--- src/rtl/booth_pkg.sv ---
// rtl/booth_pkg.sv - shared FSM state encoding and default operand width for the Booth multiplier
package booth_pkg;

    localparam int DEFAULT_WIDTH = 16;

    typedef enum logic [2:0] {
        IDLE,
        LOAD_M,
        LOAD_Q,
        EVAL,
        SHIFT,
        DONE
    } state_t;

endpackage

--- src/rtl/booth_datapath.sv ---
// rtl/booth_datapath.sv - Booth register/arithmetic path: A (with sign guard), Q, M, qm1, iteration count
module booth_datapath #(
    parameter int WIDTH = 16
) (
    input  logic             clk,
    input  logic             rst,
    input  logic [WIDTH-1:0] data_in,
    input  logic             ldM,
    input  logic             clrA,
    input  logic             clrff,
    input  logic             ldcnt,
    input  logic             ldQ,
    input  logic             ldA,
    input  logic             addsub,
    input  logic             sftA,
    input  logic             sftQ,
    input  logic             decr,
    output logic             q0,
    output logic             qm1,
    output logic             eqz,
    output logic [WIDTH-1:0] a,
    output logic [WIDTH-1:0] q
);

    localparam int CW = $clog2(WIDTH + 1);

    // One extra guard bit on A keeps A-M exact when M is the most negative value.
    logic [WIDTH:0]   a_ext;
    logic [WIDTH:0]   m_ext;
    logic [WIDTH:0]   sum;
    logic [WIDTH-1:0] m_reg;
    logic [WIDTH-1:0] q_reg;
    logic             qm1_reg;
    logic [CW-1:0]    count;

    assign m_ext = {m_reg[WIDTH-1], m_reg};
    assign sum   = addsub ? (a_ext - m_ext) : (a_ext + m_ext);

    always_ff @(posedge clk) begin
        if (rst) begin
            a_ext   <= '0;
            q_reg   <= '0;
            m_reg   <= '0;
            qm1_reg <= 1'b0;
            count   <= '0;
        end else begin
            if (ldM)
                m_reg <= data_in;

            if (clrA)
                a_ext <= '0;
            else if (ldA)
                a_ext <= sum;
            else if (sftA)
                a_ext <= {a_ext[WIDTH], a_ext[WIDTH:1]};

            if (ldQ)
                q_reg <= data_in;
            else if (sftQ)
                q_reg <= {a_ext[0], q_reg[WIDTH-1:1]};

            if (clrff)
                qm1_reg <= 1'b0;
            else if (sftQ)
                qm1_reg <= q_reg[0];

            if (ldcnt)
                count <= CW'(WIDTH);
            else if (decr)
                count <= count - CW'(1);
        end
    end

    // Flags the final iteration: this SHIFT's decrement brings the count to zero.
    assign eqz = (count == CW'(1));
    assign q0  = q_reg[0];
    assign qm1 = qm1_reg;
    assign a   = a_ext[WIDTH-1:0];
    assign q   = q_reg;

endmodule

--- src/rtl/booth_multiplier.sv ---
// rtl/booth_multiplier.sv - radix-2 Booth sequential signed multiplier: FSM driving booth_datapath
module booth_multiplier
    import booth_pkg::*;
#(
    parameter int WIDTH = DEFAULT_WIDTH
) (
    input  logic             clk,
    input  logic             rst,
    input  logic             start,
    input  logic [WIDTH-1:0] data_in,
    output logic             done,
    output logic [WIDTH-1:0] A,
    output logic [WIDTH-1:0] Q
);

    state_t state;

    logic ldM, clrA, clrff, ldcnt, ldQ, ldA, addsub, sftA, sftQ, decr;
    logic q0, qm1, eqz;

    always_comb begin
        ldM    = 1'b0;
        clrA   = 1'b0;
        clrff  = 1'b0;
        ldcnt  = 1'b0;
        ldQ    = 1'b0;
        ldA    = 1'b0;
        addsub = 1'b0;
        sftA   = 1'b0;
        sftQ   = 1'b0;
        decr   = 1'b0;
        case (state)
            LOAD_M: begin
                ldM   = 1'b1;
                clrA  = 1'b1;
                clrff = 1'b1;
                ldcnt = 1'b1;
            end
            LOAD_Q: ldQ = 1'b1;
            EVAL: begin
                // 01 adds M, 10 subtracts M, 00/11 leave A alone.
                ldA    = q0 ^ qm1;
                addsub = q0 & ~qm1;
            end
            SHIFT: begin
                sftA = 1'b1;
                sftQ = 1'b1;
                decr = 1'b1;
            end
            default: ;
        endcase
    end

    always_ff @(posedge clk) begin
        if (rst) begin
            state <= IDLE;
            done  <= 1'b0;
        end else begin
            case (state)
                IDLE:   if (start) state <= LOAD_M;
                LOAD_M: state <= LOAD_Q;
                LOAD_Q: state <= EVAL;
                EVAL:   state <= SHIFT;
                SHIFT: begin
                    if (eqz) begin
                        state <= DONE;
                        done  <= 1'b1;
                    end else begin
                        state <= EVAL;
                    end
                end
                DONE: begin
                    if (!start) begin
                        state <= IDLE;
                        done  <= 1'b0;
                    end
                end
                default: begin
                    state <= IDLE;
                    done  <= 1'b0;
                end
            endcase
        end
    end

    booth_datapath #(.WIDTH(WIDTH)) u_datapath (
        .clk     (clk),
        .rst     (rst),
        .data_in (data_in),
        .ldM     (ldM),
        .clrA    (clrA),
        .clrff   (clrff),
        .ldcnt   (ldcnt),
        .ldQ     (ldQ),
        .ldA     (ldA),
        .addsub  (addsub),
        .sftA    (sftA),
        .sftQ    (sftQ),
        .decr    (decr),
        .q0      (q0),
        .qm1     (qm1),
        .eqz     (eqz),
        .a       (A),
        .q       (Q)
    );

endmodule

--- config.mk ---
export PLATFORM = sky130hd
export DESIGN_NAME = booth_multiplier
export DESIGN_NICKNAME = d
export VERILOG_FILES = /design/src/rtl/booth_pkg.sv /design/src/rtl/booth_datapath.sv /design/src/rtl/booth_multiplier.sv
export SDC_FILE = /design/constraint.sdc
export NUM_CORES = 1
export LEC_CHECK = 0
export ABC_AREA = 1
export CAP_MARGIN = 10
export CORE_UTILIZATION = 35
export DETAILED_ROUTE_END_ITERATION = 6
export PLACE_DENSITY = 0.55
export SLEW_MARGIN = 20
export SYNTH_ARGS = -nofsm -noshare
export SYNTH_HDL_FRONTEND = slang
export SYNTH_SLANG_ARGS = --single-unit
--- constraint.sdc ---
create_clock -name clk -period 3.18 [get_ports clk]
set_input_delay 0.477 -clock clk [delete_from_list [all_inputs] [get_ports clk]]
set_output_delay 0.477 -clock clk [all_outputs]
set_load 0.005 [all_outputs]
==> results of run 1 <==
[critical path, cell delays in order (launching register included)]
cell,delay [ps]
dfxtp_1,550
nor3_4,100
nand2_2,80
clkinv_1,210
or2_2,350
xor2_1,150
ha_1,330
nand2_1,70
nor2_1,120
nor2_1,90
o21bai_1,300
nand2_1,130
nand2_1,80
nand2_1,50
nand3_1,60
nand2_1,60
a21oi_2,100
[cell usage in the layout (no fill, tap or decap), types with 2 or more instances in the layout]
| cell type | Yosys | final |
|---|---|---|
| clkinvlp_4 | 0 | 2 |
| inv_2 | 4 | 4 |
| ha_1 | 20 | 20 |
| nand3_1 | 24 | 24 |
| o21ai_1 | 3 | 3 |
| a21oi_1 | 54 | 54 |
| nor3_1 | 8 | 8 |
| o21bai_1 | 2 | 2 |
| or2_2 | 12 | 12 |
| nand2_1 | 165 | 165 |
| nand4_1 | 3 | 3 |
| a221oi_1 | 2 | 2 |
| xor2_1 | 19 | 19 |
| o31ai_1 | 2 | 2 |
| a21oi_2 | 7 | 7 |
| clkbuf_16 | 0 | 9 |
| o211ai_1 | 10 | 10 |
| nor3_4 | 2 | 2 |
| nor2_4 | 2 | 2 |
| inv_6 | 1 | 3 |
| inv_1 | 77 | 77 |
| nor2_1 | 45 | 45 |
| o21ai_0 | 33 | 33 |
| clkdlybuf4s50_1 | 0 | 51 |
| buf_4 | 20 | 4 |
| nand2_2 | 3 | 3 |
| dfxtp_1 | 59 | 59 |
| a31oi_1 | 7 | 7 |
[how the worst max path moves through the flow]
stage | end | slack (ps) | depth (start not counted)
4_1_cts | u_datapath.a_ext[9]$_SDFFE_PP0P_ | 250 | 16
3_3_place_gp | u_datapath.a_ext[13]$_SDFFE_PP0P_ | 350 | 15
2_1_floorplan | u_datapath.a_ext[14]$_SDFFE_PP0P_ | 730 | 16
3_5_place_dp | u_datapath.a_ext[9]$_SDFFE_PP0P_ | 290 | 15
5_1_grt | u_datapath.a_ext[9]$_SDFFE_PP0P_ | 5 | 16
6_report | u_datapath.a_ext[9]$_SDFFE_PP0P_ | 270 | 16
[through the flow]
stage          instance area (sq um)  worst slack [ps]    util  cells  hold WS [ps]
2_1_floorplan                   4060             733.1       -    611         432.6
3_3_place_gp                    4546             347.9  0.4103    772         446.3
3_5_place_dp                    4546             285.2  0.4103    772         452.0
4_1_cts                         4847             248.7  0.4375    788         460.8
5_1_grt                         4847             5.439  0.4375    788         480.2
6_report                        4847             272.8  0.4375    788         462.0
[synthesized netlist by cell type, types with 4 or more instances]
| master | count |
|---|---|
| nand2_1 | 165 |
| inv_1 | 77 |
| dfxtp_1 | 59 |
| a21oi_1 | 54 |
| nor2_1 | 45 |
| o21ai_0 | 33 |
| nand3_1 | 24 |
| buf_4 | 20 |
| ha_1 | 20 |
| xor2_1 | 19 |
| or2_2 | 12 |
| o211ai_1 | 10 |
| nor3_1 | 8 |
| a21oi_2 | 7 |
| a31oi_1 | 7 |
| clkbuf_1 | 6 |
| buf_2 | 4 |
| inv_2 | 4 |
[power breakdown]
part | switching, mW | total, mW | internal, mW
Combinational | 0.477 | 0.767 | 0.290
Clock | 0.381 | 0.993 | 0.612
Sequential | 0.0412 | 0.826 | 0.785
Total | 0.899 | 2.59 | 1.69
[cell type report]
class,count,area share
Tap cell,140,0.03614
Clock buffer,9,0.04646
Clock inverter,7,0.01575
Multi-Input combinational cell,434,0.4799
Inverter,84,0.06660
Timing Repair Buffer,55,0.1115
Sequential cell,59,0.2437
[cell families after synthesis]
group                      after synthesis  share of synthesized area
xor gates and xnor gates                20                    0.04314
DFF                                     59                     0.2909
buffers and inverters                  118                     0.1362
and+or+nand+nor                        270                     0.2888
adders and majority gates               21                    0.06656
AOI/OAI and AO/OA                      123                     0.1744
[metal layers]
layer | track usage | up-vias | wire length, microns
li1 | - | 2007 | -
met1 | 0.2474 | 1695 | 5267
met2 | 0.2942 | 79 | 4506
met3 | 0.03794 | 2 | 404
met4 | 0.03714 | 0 | 35
met5 | 0 | - | 0
==> impl_metrics.tcl, run 1 <==
set metrics [dict create \
    die_h_microns 109.7 \
    antenna_found_initial 0 \
    max_freq_mhz 344.0 \
    syn_nets 651 \
    finalHoldViolCount 0 \
    syn_to_final_growth_pct 19.38 \
    dp_hpwl_microns 7683 \
    drt-wirelength-per-cell_microns 12.96 \
    core_area_sq_um 11080 \
    place.gp.congestion 0.8389 \
    ys_types 42 \
    antenna_left 0 \
    cts_tree "yes" \
    cp.arrival_ps 3170 \
    drt-total-wl_microns 10210 \
    crit_path_start_kind "flop" \
    min_to "u_datapath.count[2]$_SDFFE_PP0P_" \
    rrSetupSlack_ps 270 \
    drt_iter0_drc 135 \
    yosys_warnings 0 \
    syn_area_sq_um 4060 \
    start_util 0.3665 \
    drive_gt1_frac 0.08642 \
    fin_crit_sh 0.9142 \
    nFillCells 1182 \
    grt_start_max_net_pins 30 \
    r2r-start "state[2]$_SDFFE_PP0P_" \
    rsz0062_at_grt "no" \
    status "finished clean" \
    synth_top_area_frac 0.2909 \
    grt_pass1_wl_microns 16970 \
    cp.required_ps 3440 \
    vias 3783 \
    drc 0 \
    design.die.area_sq_um 12040 \
    cts_setup_buffers 0 \
    reg2reg_depth 16 \
    min_path_type "flop to flop" \
    max-slew-margin-rel 0.5440 \
    powerDensity_nw_per_um2 533.6 \
    worstHoldStart "u_datapath.count[2]$_SDFFE_PP0P_" \
    multi_input_area_sq_um 2326 \
    setup_viol 0 \
    cts_buffers 9 \
    synthFlopType "dfxtp_1" \
    grt_overflow_total 0 \
    synth_edf_count 0 \
    diodes 0 \
    cp_max_fo 10 \
    yosys.area.top_type "dfxtp_1" \
    largest_reg_flops 17 \
    vias_per_cell 4.801 \
    maxCapViolations 0 \
    endpoint_kind "flop" \
    async_flop_share 0 \
    timing.rr.end "u_datapath.a_ext[9]$_SDFFE_PP0P_" \
    die_x_microns 109.7 \
    fin_skew_ps 7.895 \
    min_period_ps 2907 \
    report.final.slew_viol_count 0 \
    crit_type "flop to flop" \
    htree_levels 3 \
    layout.nets 683 \
    synth_area_per_cell_sq_um 6.645 \
    leakage_nw 2.177 \
    path_clk_slew_ps 60 \
    cp-startpoint "state[2]$_SDFFE_PP0P_" \
    port_buffers 51 \
    cts_root_buf "clkbuf_16" \
    min_path_cells 2 \
    synthCells 611 \
    finalPower_mw 2.586 \
    tightestPinTransition_ps 681.8 \
    synth.ff_latch_count 59 \
    firstDrtPassIters 4 \
    hold_buffers 0 \
    cts_resized 0 \
    ys_seq_area_frac 0.2909 \
    vdd_ir_drop_max_v 0.0002610 \
    clk_latency_ps 320 \
    io_pins 52 \
    seq_area_sq_um 1181 \
    cts.sinks 59 \
    grt_use_total 0.1813 \
    synth_area_leaders "dfxtp_1 29%, nand2_1 15%, inv_1 7.1%, a21oi_1 6.7%, ha_1 6.2%" \
    setup-tns-final_ps 0 \
    first_global_vias 3524 \
    clockBufferDepth 2 \
    placementRows 38 \
]
No activity file was read; power rests on OpenSTA's default activity.
==> inputs of run 2 (changes only) <==
--- a/config.mk
+++ b/config.mk
@@ -8,9 +8,11 @@
 export ABC_AREA = 1
 export CAP_MARGIN = 10
 export CORE_UTILIZATION = 35
+export CTS_CLUSTER_SIZE = 12
 export DETAILED_ROUTE_END_ITERATION = 6
 export PLACE_DENSITY = 0.55
 export SLEW_MARGIN = 20
 export SYNTH_ARGS = -nofsm -noshare
 export SYNTH_HDL_FRONTEND = slang
+export SYNTH_HIERARCHICAL = 1
 export SYNTH_SLANG_ARGS = --single-unit
==> run 2 against run 1 <==
Synthesized cell count shrank 0.49%. Via count grew 2.4%. Power grew 1.7%. Global-route usage grew 0.91 points. Routed wire length grew 1.0%. Hold slack gained 23 ps. Largest cell class unchanged. Critical path depth grew 1.
==> impl_metrics.tcl, run 2 <==
set metrics [dict create \
    clk_latency_ps 330 \
    drt-total-wl_microns 10320 \
    powerDensity_nw_per_um2 547.4 \
    endpoint_kind "flop" \
    largest_reg_flops 17 \
    reg2reg_depth 17 \
    die_x_microns 108.9 \
    drive_gt1_frac 0.09317 \
    vias_per_cell 4.940 \
    drt_iter0_drc 209 \
    rsz0062_at_grt "no" \
    combPwrFrac 0.328 \
    max-slew-margin-rel 0.5071 \
    setup_viol 0 \
    yosys.area.top_type "dfxtp_1" \
    htree_levels 3 \
    tightestPinTransition_ps 738.6 \
    drc 0 \
    status "finished clean" \
    p_seq_frac 0.328 \
    ys_seq_area_frac 0.2956 \
    design.die.area_sq_um 11850 \
    clockBufferDepth 2 \
    placed_cells 769 \
    min_period_ps 2808 \
    leakage_nw 2.246 \
    switchingPower_uw 930.6 \
    vdd_ir_drop_max_v 0.0002867 \
    synthCells 608 \
    nFillCells 1185 \
    synthFlopType "dfxtp_1" \
    ys_top_cells_by_count "148 x nand2_1, 68 x inv_1, 66 x nor2_1" \
    internal_power_mw 1.699 \
    finalHoldViolCount 0 \
    ys_types 37 \
    placementRows 38 \
    cts.sinks 59 \
    min_path_type "flop to flop" \
    cp.required_ps 3380 \
    drt-wirelength-per-cell_microns 13.16 \
    diodes 0 \
    layout.nets 680 \
    synth_area_leaders "dfxtp_1 30%, nand2_1 14%, inv_1 6.4%, ha_1 6.3%, nor2_1 6.2%" \
    grt_use_total 0.1904 \
    final_cell_mix "148 x nand2_1, 68 x inv_1, 66 x nor2_1, 59 x dfxtp_1, 51 x clkdlybuf4s50_1" \
    grt_pass1_wl_microns 17480 \
    worstHoldStart "u_datapath/m_reg[4]$_SDFFE_PP0P_" \
    yosys_warnings 6 \
    syn_to_final_growth_pct 20.19 \
    die_h_microns 108.9 \
    r2r-start "u_datapath/m_reg[0]$_SDFFE_PP0P_" \
    place.gp.congestion 0.8633 \
    min_to "u_datapath/m_reg[4]$_SDFFE_PP0P_" \
    timing.rr.end "u_datapath/a_ext[15]$_SDFFE_PP0P_" \
    crit_type "flop to flop" \
    grt_start_max_net_pins 30 \
    antenna_left 0 \
    clkPwrFrac 0.344 \
    path_clk_slew_ps 50 \
    syn_area_sq_um 3996 \
    finalPower_mw 2.629 \
    p_sw_frac 0.3539 \
    port_buffers 51 \
    dp_hpwl_microns 7725 \
    instances_no_fill 784 \
    rrSetupSlack_ps 370 \
    cts_tree "yes" \
    final_area_sq_um 4803 \
    async_flop_share 0 \
    dpl_cell_area_sq_um 4516 \
    final_common_cell "nand2_1" \
    syn_nets 648 \
    crit_path_start_kind "flop" \
    synth.ff_latch_count 59 \
    firstDrtPassIters 5 \
    vias 3873 \
    fin_skew_ps 4.763 \
    grt_overflow_total 0 \
    fin_crit_sh 0.8831 \
    first_global_vias 3513 \
    max_freq_mhz 356.1 \
    cp.arrival_ps 3000 \
    report.final.slew_viol_count 0 \
    maxCapViolations 0 \
    antenna_found_initial 0 \
    synth_area_per_cell_sq_um 6.573 \
    synth_edf_count 0 \
    synth_top_area_frac 0.2956 \
    start_util 0.3639 \
    synth.most_common_cell "nand2_1" \
    cts_root_buf "clkbuf_16" \
    setup_ws_ps 371.7 \
    dp_slack_ps 318.3 \
    cp_max_fo 5 \
    setup-tns-final_ps 0 \
    io_pins 52 \
    core_area_sq_um 10980 \
    cts_buffers 9 \
    hold_buffers 0 \
    min_path_cells 2 \
]
==> run 2: cell count changes after synthesis, sizes merged, moves of 5 or more <==
cell,change
a21oi,-15
buf,-6
clkbuf,+8
nand2,-14
nand3,+5
nor2,+21
nor3,+8
o211ai,-10
o221ai,+17
or2,-11
==> run 2: kinds of logic (layout without fill, tap and decap cells) <==
kind of cell,Yosys count,count (layout),synth area share
adder cells (fa/ha/maj),21,21,0.06763
AND/OR/NAND/NOR,281,281,0.2990
flip-flops,59,59,0.2956
buffers and inverters,121,157,0.1327
AO/OA/AOI/OAI,105,105,0.1590
XOR/XNOR,21,21,0.04602
==> run 2: worst max path at each step <==
stage,from,endpoint
after global routing,state[2]$_SDFFE_PP0P_,u_datapath/a_ext[13]$_SDFFE_PP0P_
after floorplan,state[2]$_SDFFE_PP0P_,u_datapath/a_ext[16]$_SDFFE_PP0P_
after CTS,u_datapath/m_reg[0]$_SDFFE_PP0P_,u_datapath/a_ext[15]$_SDFFE_PP0P_
after global placement,u_datapath/m_reg[0]$_SDFFE_PP0P_,u_datapath/a_ext[15]$_SDFFE_PP0P_
after detailed placement,u_datapath/m_reg[0]$_SDFFE_PP0P_,u_datapath/a_ext[15]$_SDFFE_PP0P_
final,u_datapath/m_reg[0]$_SDFFE_PP0P_,u_datapath/a_ext[15]$_SDFFE_PP0P_
==> run 2: metrics by stage <==
step | util | hold slack [ps]
5_1_grt | 0.4373 | 505.7
2_1_floorplan | - | 451.8
3_3_place_gp | 0.4111 | 475.2
3_5_place_dp | 0.4111 | 481.3
4_1_cts | 0.4365 | 488.5
6_report | 0.4373 | 484.8
==> run 2: per-layer routing <==
layer	vias up	wire length, microns	GRT usage
met3	11	535	0.04363
li1	2019	-	-
met2	100	4494	0.2948
met1	1743	5156	0.2599
met5	-	0	0
met4	0	133	0.06178
==> run 2: final cells by class <==
cell class              count  area [sq um]  share of cell area
well taps                 140         175.2             0.03647
flip-flops and latches     59          1181              0.2459
multi-input cells         428          2293              0.4775
repair buffers             57         555.5              0.1157
clock buffers              11         252.7             0.05262
clock inverters             4         26.28            0.005470
inverters                  85         319.1             0.06642
==> run 2: critical path, stage by stage (launching register included) <==
cell and delay, ps:
dfxtp_1 320, inv_2 70, ha_1 190, nand2_1 100
nor2_2 180, nand2_2 100, o31ai_4 220, o21ai_1 140
xor2_1 170, ha_1 400, inv_1 110, nor3_2 180
and2_1 140, nand2_1 80, nand3_1 90, nand3_1 70
nand2_1 70, a21oi_2 50
==> run 2: power by group through the flow <==
stage,Clock [mW],Sequential [mW],Combinational (mW)
CTS,0.932,0.861,0.860
detailed placement,0,0.875,0.855
global route,0.964,0.872,0.975
finish,0.906,0.862,0.862
floorplan,0,0.865,0.624
global placement,0,0.875,0.847
==> run 2: timing repair <==
item	in CTS	in global routing
setup buffers	0	0
resized for setup	0	1
endpoints found under the setup margin	0	1
==> inputs of run 3 (changes only) <==
--- a/config.mk
+++ b/config.mk
@@ -11,6 +11,7 @@
 export CTS_CLUSTER_SIZE = 12
 export DETAILED_ROUTE_END_ITERATION = 6
 export PLACE_DENSITY = 0.55
+export REMOVE_ABC_BUFFERS = 1
 export SLEW_MARGIN = 20
 export SYNTH_ARGS = -nofsm -noshare
 export SYNTH_HDL_FRONTEND = slang
==> run 3 against run 2 <==
Non-clock buffer count increased by 1. Sequential share of layout area shrank 0.11 points. Clock skew fell by 1.0 ps. Via count is 0.31% lower. Utilization is 0.21 points higher. Clock-buffer cell count is the same. Worst setup slack got worse by 13 ps. Largest power group unchanged.
==> impl_metrics.tcl, run 3 (synthesis results as in run 2) <==
set metrics [dict create \
    status "finished clean" \
    port_buffers 51 \
    drc 0 \
    diodes 0 \
    crit_type "flop to flop" \
    finalHoldViolCount 0 \
    cts.sinks 59 \
    fin_skew_ps 3.716 \
    cts_root_buf "clkbuf_16" \
    vias 3861 \
    cts_tree "yes" \
    grt_overflow_total 0 \
    r2r-start "u_datapath/m_reg[1]$_SDFFE_PP0P_" \
    syn_to_final_growth_pct 20.76 \
    cp_max_fo 5 \
    rsz0062_at_grt "no" \
    timing.rr.end "u_datapath/a_ext[15]$_SDFFE_PP0P_" \
    instances_no_fill 785 \
    start_util 0.3639 \
    die_h_microns 108.9 \
    dpl_cell_area_sq_um 4523 \
    rrSetupSlack_ps 360 \
    antenna_left 0 \
    max-slew-margin-rel 0.4952 \
    first_global_vias 3624 \
    drt-wirelength-per-cell_microns 12.76 \
    cts_resized 0 \
    antenna_found_initial 0 \
    reg2reg_depth 17 \
    crit_slowest_cell "ha_1" \
    powerDensity_nw_per_um2 560.9 \
    min_to "u_datapath/m_reg[0]$_SDFFE_PP0P_" \
    cts_setup_buffers 0 \
    holdWs_ps 490.4 \
    layout.nets 681 \
    maxCapViolations 0 \
    final_area_sq_um 4826 \
    drt-total-wl_microns 10020 \
    final_common_cell "nand2_1" \
    placementRows 38 \
    design.die.area_sq_um 11850 \
    leakage_nw 2.255 \
    cts_buffers 9 \
    grt_start_max_net_pins 30 \
    largest_reg_flops 17 \
    cp.required_ps 3370 \
    max_freq_mhz 354.4 \
    endpoint_kind "flop" \
    setup-tns-final_ps 0 \
    cp_common_cell "nand2_1" \
    final_cell_mix "148 x nand2_1, 68 x inv_1, 66 x nor2_1, 59 x dfxtp_1, 51 x clkdlybuf4s50_1" \
    placed_cells 770 \
    grt_use_total 0.1838 \
    clk_latency_ps 320 \
    place.gp.congestion 0.8971 \
    io_pins 52 \
    path_buf_inv 2 \
    crit_path_start_kind "flop" \
    crit_chain "inv_2 -> ha_1 -> nand2_1 -> nor2_2 -> nand2_2 -> o31ai_2 -> o21ai_1 -> xor2_1 -> ha_1 -> inv_1 -> nor3_2 -> and2_1 -> nand2_1 -> nand3_1 -> nand3_1 -> nand2_1 -> a21oi_2" \
    drive_gt1_frac 0.09457 \
    critical_path.max_stage_delay_ps 380 \
    setup_viol 0 \
    final_util 0.4394 \
    vias_per_cell 4.918 \
    fin_crit_sh 0.8873 \
    path_clk_slew_ps 60 \
    grt_pass1_wl_microns 17140 \
    firstDrtPassIters 4 \
    cp.arrival_ps 3020 \
    min_period_ps 2822 \
    die_x_microns 108.9 \
    min_path_type "flop to flop" \
    report.final.slew_viol_count 0 \
    tightestPinTransition_ps 754.4 \
    path_delay_family "simple AND/OR/NAND/NOR gates" \
    core_area_sq_um 10980 \
    htree_levels 3 \
    worstHoldStart "u_datapath/m_reg[0]$_SDFFE_PP0P_" \
    hold_buffers 0 \
    clockBufferDepth 2 \
    dp_hpwl_microns 7580 \
    vdd_ir_drop_max_v 0.0002270 \
    min_path_cells 2 \
    drt_iter0_drc 147 \
]
## run 3: per-stage QoR
stage	setup WS (ps)	power, mW
6_report	358.3	2.707
5_1_grt	90.56	2.884
4_1_cts	332.9	2.738
3_5_place_dp	339.8	1.725
3_3_place_gp	340.3	1.721
2_1_floorplan	620.7	1.473
## run 3: report_power, final
group	leakage [nW]	total (mW)	switching (mW)	internal [mW]
sequential	0.481	0.859	0.0548	0.805
clock	0.144	0.991	0.348	0.643
combinational	1.63	0.857	0.526	0.331
total	2.26	2.71	0.928	1.78
## run 3: worst min-delay path, stage by stage, from the launching register on
cell and delay, ps:
dfxtp_1 320, inv_2 60, a21oi_1 60
## run 3: routing by layer
layer | track usage | wire, microns | vias to the layer above
met5 | 0 | 0 | -
met4 | 0.07239 | 226 | 0
met3 | 0.03407 | 391 | 20
met2 | 0.2875 | 4307 | 98
met1 | 0.2486 | 5091 | 1717
li1 | - | - | 2026
## run 3: how the worst max path moves through the flow
stage,start,to,depth (start not counted)
floorplan,state[2]$_SDFFE_PP0P_,u_datapath/a_ext[15]$_SDFFE_PP0P_,16
global placement,u_datapath/m_reg[0]$_SDFFE_PP0P_,u_datapath/a_ext[15]$_SDFFE_PP0P_,17
detailed placement,u_datapath/m_reg[0]$_SDFFE_PP0P_,u_datapath/a_ext[15]$_SDFFE_PP0P_,17
CTS,u_datapath/m_reg[0]$_SDFFE_PP0P_,u_datapath/a_ext[15]$_SDFFE_PP0P_,17
global route,u_datapath/m_reg[0]$_SDFFE_PP0P_,u_datapath/a_ext[16]$_SDFFE_PP0P_,22
finish,u_datapath/m_reg[1]$_SDFFE_PP0P_,u_datapath/a_ext[15]$_SDFFE_PP0P_,17
## run 3: area by class of cell
cell class	count	area, sq um
multi-input combinational	428	2285
tap	140	175.2
timing repair buffer	58	563.0
clock inverter	4	50.05
clock buffer	11	252.7
fill	1166	6157
inverter	85	319.1
sequential	59	1181
